===== src/rtl/cpu_sram_axi_bridge.sv =====
// Bridges the core's SRAM-style inst/data ports onto a single 32-bit AXI master, one transaction in flight.
// Optional BRIDGE_PERF_CNT_EN adds read/write/stall performance counters.
module cpu_sram_axi_bridge #(
  parameter logic [3:0] INST_ID   = 4'd0,
  parameter logic [3:0] DATA_ID   = 4'd1,
  parameter int         TIMEOUT_W = 8
) (
  input  logic        clk,
  input  logic        rst,
  input  logic        inst_req,
  input  logic [31:0] inst_addr,
  output logic [31:0] inst_rdata,
  output logic        inst_data_ok,
  input  logic        data_req,
  input  logic [3:0]  data_wen,
  input  logic [31:0] data_addr,
  input  logic [31:0] data_wdata,
  output logic [31:0] data_rdata,
  output logic        data_data_ok,
  output logic        core_stall,
  output logic [31:0] araddr,
  output logic [3:0]  arid,
  output logic [7:0]  arlen,
  output logic [2:0]  arsize,
  output logic [1:0]  arburst,
  output logic        arvalid,
  input  logic        arready,
  input  logic [31:0] rdata,
  input  logic [3:0]  rid,
  input  logic [1:0]  rresp,
  input  logic        rvalid,
  output logic        rready,
  output logic [31:0] awaddr,
  output logic [3:0]  awid,
  output logic [7:0]  awlen,
  output logic [2:0]  awsize,
  output logic [1:0]  awburst,
  output logic        awvalid,
  input  logic        awready,
  output logic [31:0] wdata,
  output logic [3:0]  wstrb,
  output logic        wlast,
  output logic        wvalid,
  input  logic        wready,
  input  logic [3:0]  bid,
  input  logic [1:0]  bresp,
  input  logic        bvalid,
  output logic        bready,
  output logic        bus_err
`ifdef BRIDGE_PERF_CNT_EN
  ,
  output logic [31:0] perf_rd_cnt,
  output logic [31:0] perf_wr_cnt,
  output logic [31:0] perf_stall_cnt
`endif
);

  typedef enum logic [2:0] {S_IDLE, S_AR, S_R, S_AW_W, S_B} state_e;

  state_e                 state_q, state_d;
  logic [31:0]            addr_q, addr_d;
  logic [3:0]             wen_q, wen_d;
  logic [31:0]            wdata_q, wdata_d;
  logic [3:0]             id_q, id_d;
  logic                   is_data_q, is_data_d;
  logic                   aw_done_q, aw_done_d;
  logic                   w_done_q, w_done_d;
  logic [TIMEOUT_W-1:0]   wdog_q, wdog_d, wdog_inc;
  logic                   inst_ok_q, inst_ok_d;
  logic                   data_ok_q, data_ok_d;
  logic [31:0]            inst_rdata_q, inst_rdata_d;
  logic [31:0]            data_rdata_q, data_rdata_d;
  logic                   bus_err_q, bus_err_d;

  assign wdog_inc = wdog_q + TIMEOUT_W'(1);

  always_ff @(posedge clk or posedge rst) begin
    if (rst) begin
      state_q      <= S_IDLE;
      addr_q       <= '0;
      wen_q        <= '0;
      wdata_q      <= '0;
      id_q         <= '0;
      is_data_q    <= 1'b0;
      aw_done_q    <= 1'b0;
      w_done_q     <= 1'b0;
      wdog_q       <= '0;
      inst_ok_q    <= 1'b0;
      data_ok_q    <= 1'b0;
      inst_rdata_q <= '0;
      data_rdata_q <= '0;
      bus_err_q    <= 1'b0;
    end else begin
      state_q      <= state_d;
      addr_q       <= addr_d;
      wen_q        <= wen_d;
      wdata_q      <= wdata_d;
      id_q         <= id_d;
      is_data_q    <= is_data_d;
      aw_done_q    <= aw_done_d;
      w_done_q     <= w_done_d;
      wdog_q       <= wdog_d;
      inst_ok_q    <= inst_ok_d;
      data_ok_q    <= data_ok_d;
      inst_rdata_q <= inst_rdata_d;
      data_rdata_q <= data_rdata_d;
      bus_err_q    <= bus_err_d;
    end
  end

  always_comb begin
    state_d      = state_q;
    addr_d       = addr_q;
    wen_d        = wen_q;
    wdata_d      = wdata_q;
    id_d         = id_q;
    is_data_d    = is_data_q;
    aw_done_d    = aw_done_q;
    w_done_d     = w_done_q;
    wdog_d       = '0;
    inst_ok_d    = 1'b0;
    data_ok_d    = 1'b0;
    inst_rdata_d = inst_rdata_q;
    data_rdata_d = data_rdata_q;
    bus_err_d    = bus_err_q;
    case (state_q)
      S_IDLE: begin
        // The core still holds req during its data_ok cycle; don't mistake it for a new request.
        if (!(inst_ok_q || data_ok_q)) begin
          if (data_req) begin
            addr_d    = data_addr;
            wen_d     = data_wen;
            wdata_d   = data_wdata;
            id_d      = DATA_ID;
            is_data_d = 1'b1;
            aw_done_d = 1'b0;
            w_done_d  = 1'b0;
            state_d   = (data_wen != 4'd0) ? S_AW_W : S_AR;
          end else if (inst_req) begin
            addr_d    = inst_addr;
            wen_d     = '0;
            wdata_d   = '0;
            id_d      = INST_ID;
            is_data_d = 1'b0;
            state_d   = S_AR;
          end
        end
      end
      S_AR: if (arready) state_d = S_R;
      S_R: begin
        wdog_d = wdog_inc;
        if (rvalid) begin
          if (is_data_q) begin
            data_rdata_d = rdata;
            data_ok_d    = 1'b1;
          end else begin
            inst_rdata_d = rdata;
            inst_ok_d    = 1'b1;
          end
          if (rresp != 2'b00 || rid != id_q) bus_err_d = 1'b1;
          state_d = S_IDLE;
        end else if (&wdog_inc) begin
          if (is_data_q) begin
            data_rdata_d = '0;
            data_ok_d    = 1'b1;
          end else begin
            inst_rdata_d = '0;
            inst_ok_d    = 1'b1;
          end
          bus_err_d = 1'b1;
          state_d   = S_IDLE;
        end
      end
      S_AW_W: begin
        aw_done_d = aw_done_q | awready;
        w_done_d  = w_done_q | wready;
        if (aw_done_d && w_done_d) state_d = S_B;
      end
      S_B: begin
        wdog_d = wdog_inc;
        if (bvalid) begin
          data_ok_d = 1'b1;
          if (bresp != 2'b00 || bid != DATA_ID) bus_err_d = 1'b1;
          state_d = S_IDLE;
        end else if (&wdog_inc) begin
          data_ok_d = 1'b1;
          bus_err_d = 1'b1;
          state_d   = S_IDLE;
        end
      end
      default: state_d = S_IDLE;
    endcase
    if (state_d != state_q) wdog_d = '0;
  end

  // Valids decode straight from the async-reset state so they drop the moment rst rises.
  assign arvalid = (state_q == S_AR);
  assign rready  = (state_q == S_R);
  assign awvalid = (state_q == S_AW_W) && !aw_done_q;
  assign wvalid  = (state_q == S_AW_W) && !w_done_q;
  assign bready  = (state_q == S_B);

  assign araddr  = addr_q;
  assign arid    = id_q;
  assign arlen   = 8'd0;
  assign arsize  = 3'd2;
  assign arburst = 2'b01;
  assign awaddr  = addr_q;
  assign awid    = DATA_ID;
  assign awlen   = 8'd0;
  assign awsize  = 3'd2;
  assign awburst = 2'b01;
  assign wdata   = wdata_q;
  assign wstrb   = wen_q;
  assign wlast   = 1'b1;

  assign inst_rdata   = inst_rdata_q;
  assign inst_data_ok = inst_ok_q;
  assign data_rdata   = data_rdata_q;
  assign data_data_ok = data_ok_q;
  assign bus_err      = bus_err_q;
  assign core_stall   = (inst_req | data_req) & ~(inst_ok_q | data_ok_q);

`ifdef BRIDGE_PERF_CNT_EN
  logic [31:0] rd_cnt_q, wr_cnt_q, stall_cnt_q;

  // wen_q still describes the finished transaction during its data_ok cycle.
  always_ff @(posedge clk or posedge rst) begin
    if (rst) begin
      rd_cnt_q    <= '0;
      wr_cnt_q    <= '0;
      stall_cnt_q <= '0;
    end else begin
      if (inst_ok_q || (data_ok_q && wen_q == 4'd0)) rd_cnt_q <= rd_cnt_q + 32'd1;
      if (data_ok_q && wen_q != 4'd0) wr_cnt_q <= wr_cnt_q + 32'd1;
      if (core_stall) stall_cnt_q <= stall_cnt_q + 32'd1;
    end
  end

  assign perf_rd_cnt    = rd_cnt_q;
  assign perf_wr_cnt    = wr_cnt_q;
  assign perf_stall_cnt = stall_cnt_q;
`endif

endmodule


===== config.mk =====
export PLATFORM = sky130hd
export DESIGN_NAME = cpu_sram_axi_bridge
export DESIGN_NICKNAME = d
export VERILOG_FILES = /design/src/rtl/cpu_sram_axi_bridge.sv
export SDC_FILE = /design/constraint.sdc
export NUM_CORES = 1
export LEC_CHECK = 0
export CORE_ASPECT_RATIO = 0.7
export CORE_MARGIN = 1
export CORE_UTILIZATION = 24
export CTS_CLUSTER_SIZE = 30
export DETAILED_ROUTE_END_ITERATION = 7
export SYNTH_ARGS = -nofsm -noshare
export SYNTH_HDL_FRONTEND = slang
export SYNTH_SLANG_ARGS = --single-unit

===== constraint.sdc =====
create_clock -name clk -period 6.42 [get_ports clk]
set_input_delay 1.605 -clock clk [delete_from_list [all_inputs] [get_ports clk]]
set_output_delay 1.605 -clock clk [all_outputs]
set_load 0.03 [all_outputs]

==> metrics.txt <==
status finished clean; Post-CTS Setup Inserts 0; row cnt 50; cell count after synthesis 576; cell area after layout 10,400 µm²; IO Count 361; combinational fraction of design power 0.535; cells on worst reg2reg path 6; R2R Path End wdog_q[4]; Non-Filler Instances 1,227; cell area after synthesis 6690 µm²; Min Hold Slack 0.465 ns; synthesized area per cell 11.6 µm²; Post-Route WL 21,000 µm; Synth async-reset ratio 1.00; root buffer cell clkbuf_16; Clk Latency, worst-skew pair 0.43 ns; Die X 202 µm; critical path required time 4.82 ns; max-slew violations 0; sw frac 0.438; CTS HTree Levels 4; core area 27,000 µm²; Area after DPL 9860 µm²; Final period util 0.726; CP Class input pin to primary output; Die ar. 28,600 µm²; RSZ-0062 raised after global routing false; Synthesis Warnings 0; register area share after synthesis 0.557; Register-to-Register Setup Slack 3.53 ns; Reg power frac 0.290; Pwr per Cell Area 530 nW/µm²; area of the multi-input gates 2350 µm²; clock network power share 0.175; post-synthesis cell type count 50; Rel. slew slack 0.327; Top FF cell, synth dfrtp_1; Post-synth EDFFs 0; CP endpoint kind primary output; Critical Path Sink core_stall; fillers 2,715; net switching power 2420 µW; worst r2r src state_q[2]; Slew @ Worst Pin 1.01 ns; dpl cells 1,195; gr ovfl total 0; Lkg Pwr 0.00439 µW; via count 5,367; first-pass GRT wire length 32,000 µm; # clock sinks 149; CP max FO 2; number of global-route vias before repair 5,428; post-CTS resize count 0; PortBufs 326; Pre-antenna DRT Iters 4; clock transition at the registers of the reported paths 0.07 ns; layout cell share with drive strength beyond 1 0.0568; largest net degree at the start of global routing 103; Setup crit start kind input pin; Register Area 3730 µm²; peak supply drop 0.229 mV; TritonCTS Buffers 17; worst setup path start inst_req; count of antenna-violating nets left after detailed routing 0; clk_skew 0.0166 ns; Synth Register Bits 149; 1st-iter DRT viols 197; number of inserted diodes 0; GPL Wtd Cong 0.776; Fin. Hold Viols 0; Final Util 0.385; min Tclk post-route 4.66 ns; FMAX 215 MHz; Finish-stage setup viols 0; estimated wirelength of the detail-placed design 14,600 µm; Die Y 142 µm; Setup TNS 0 ns; total track usage 0.147; Longest Clk Path Bufs 2; Wirelength per Cell 17.1 µm; Worst Path Arrival 3.06 ns; number of antenna violations at the first check in global routing 0; Int Power 3100 µW; cts hold-fix bufs 0; Starting Density 0.247; Hold Crit Class register to register; Layout Nets 1,005; CTS tree done; DR vias/cell 4.37; Max-Cap Viols 0; DRC errors left 0; Area Overhead vs Synth 55.7%
## metrics by stage
step / worst slack [ns] / total power (µW)
finish: 1.76 / 5520
global placement: 1.72 / 4580
global route: 1.70 / 5820
CTS: 1.73 / 5600
detailed placement: 1.73 / 4590
floorplan: 0.807 / 3450
## worst min-delay path by stage
stage,startpoint,to,slack (ns),depth (start not counted)
floorplan,wdog_q[0],wdog_q[0],0.49,1
global placement,bus_err,bus_err,0.45,1
detailed placement,bus_err,bus_err,0.45,1
CTS,bus_err,bus_err,0.47,1
global route,bus_err,bus_err,0.48,1
finish,bus_err,bus_err,0.47,1
## synth_stat cells (3+ instances only)
cell type,count,area [µm²]
dfrtp_1,149,3730
nand2_1,69,259
buf_4,67,503
a22o_1,36,315
o21ai_0,34,170
a32o_1,32,320
mux2i_1,32,320
o2bb2ai_1,32,280
clkbuf_1,19,71.3
nor2_1,15,56.3
buf_2,12,60.1
inv_1,7,26.3
a21oi_1,6,30.0
buf_6,6,67.6
nand3_1,5,25.0
xor2_1,5,43.8
and2_1,4,25.0
and3_1,3,18.8
buf_1,3,11.3
nand2b_1,3,18.8
o22ai_1,3,18.8
## final cells by class
class,instances,share of cell area
clock inverter,10,0.00961
clock buffer,22,0.0436
sequential,149,0.358
timing repair buffer,331,0.317
tap,364,0.0437
multi-input combinational,344,0.225
inverter,7,0.00300
## sequential cells by signal, summed over array words and instances, names as in the netlist
register	flops
wstrb	4
wdata	32
data_data_ok	1
inst_rdata	32
state_q	3
w_done_q	1
wdog_q	8
data_rdata	32
inst_data_ok	1
bus_err	1
araddr	32
aw_done_q	1
arid	1
## power by group through the flow
stage               logic (µW)  clock network [µW]  registers, µW
detailed placement        2990                   0           1610
global placement          2970                   0           1600
CTS                       2990                1010           1600
finish                    2960                 964           1600
floorplan                 1150                   0           2300
global route              3120                1040           1650
## critical path, cell delays in order
cell and delay, ns:
clkdlybuf4s50_1 0.56, o21a_1 0.19, clkdlybuf4s50_1 0.69
## kinds of logic after synthesis
logic type	count (synthesis)	synth area share
simple gates	112	0.0795
flops	149	0.557
mux	33	0.0496
compound gates	156	0.188
fa+ha+maj	2	0.00374
other cells	2	0.00112
xor+xnor	7	0.00917
buf+inv	115	0.111
## cell usage in the layout (no fill, tap or decap), drive strengths merged, types with 2 or more instances in the layout
cell type,n
nand2,69
ha,2
clkbuf,22
nor3,2
clkinv,7
clkdlybuf4s50,325
xor2,5
o21ai,35
o22ai,4
nand3b,2
nand2b,3
o2bb2ai,32
inv,8
nand3,6
and2,4
a21o,3
o21a,2
a21oi,6
nor2,15
mux2i,32
a32o,33
xnor2,2
dfrtp,149
conb,34
and3,4
a22o,36
buf,6
## per-layer routing
layer  up-vias  global-route usage  wire length (µm)
li1       2526                   -                 -
met5         -                   0                 0
met2       217               0.232              9810
met3        13              0.0567              1620
met4         0              0.0407               190
met1      2611               0.187              9360
(Power assumes the default switching activity.)
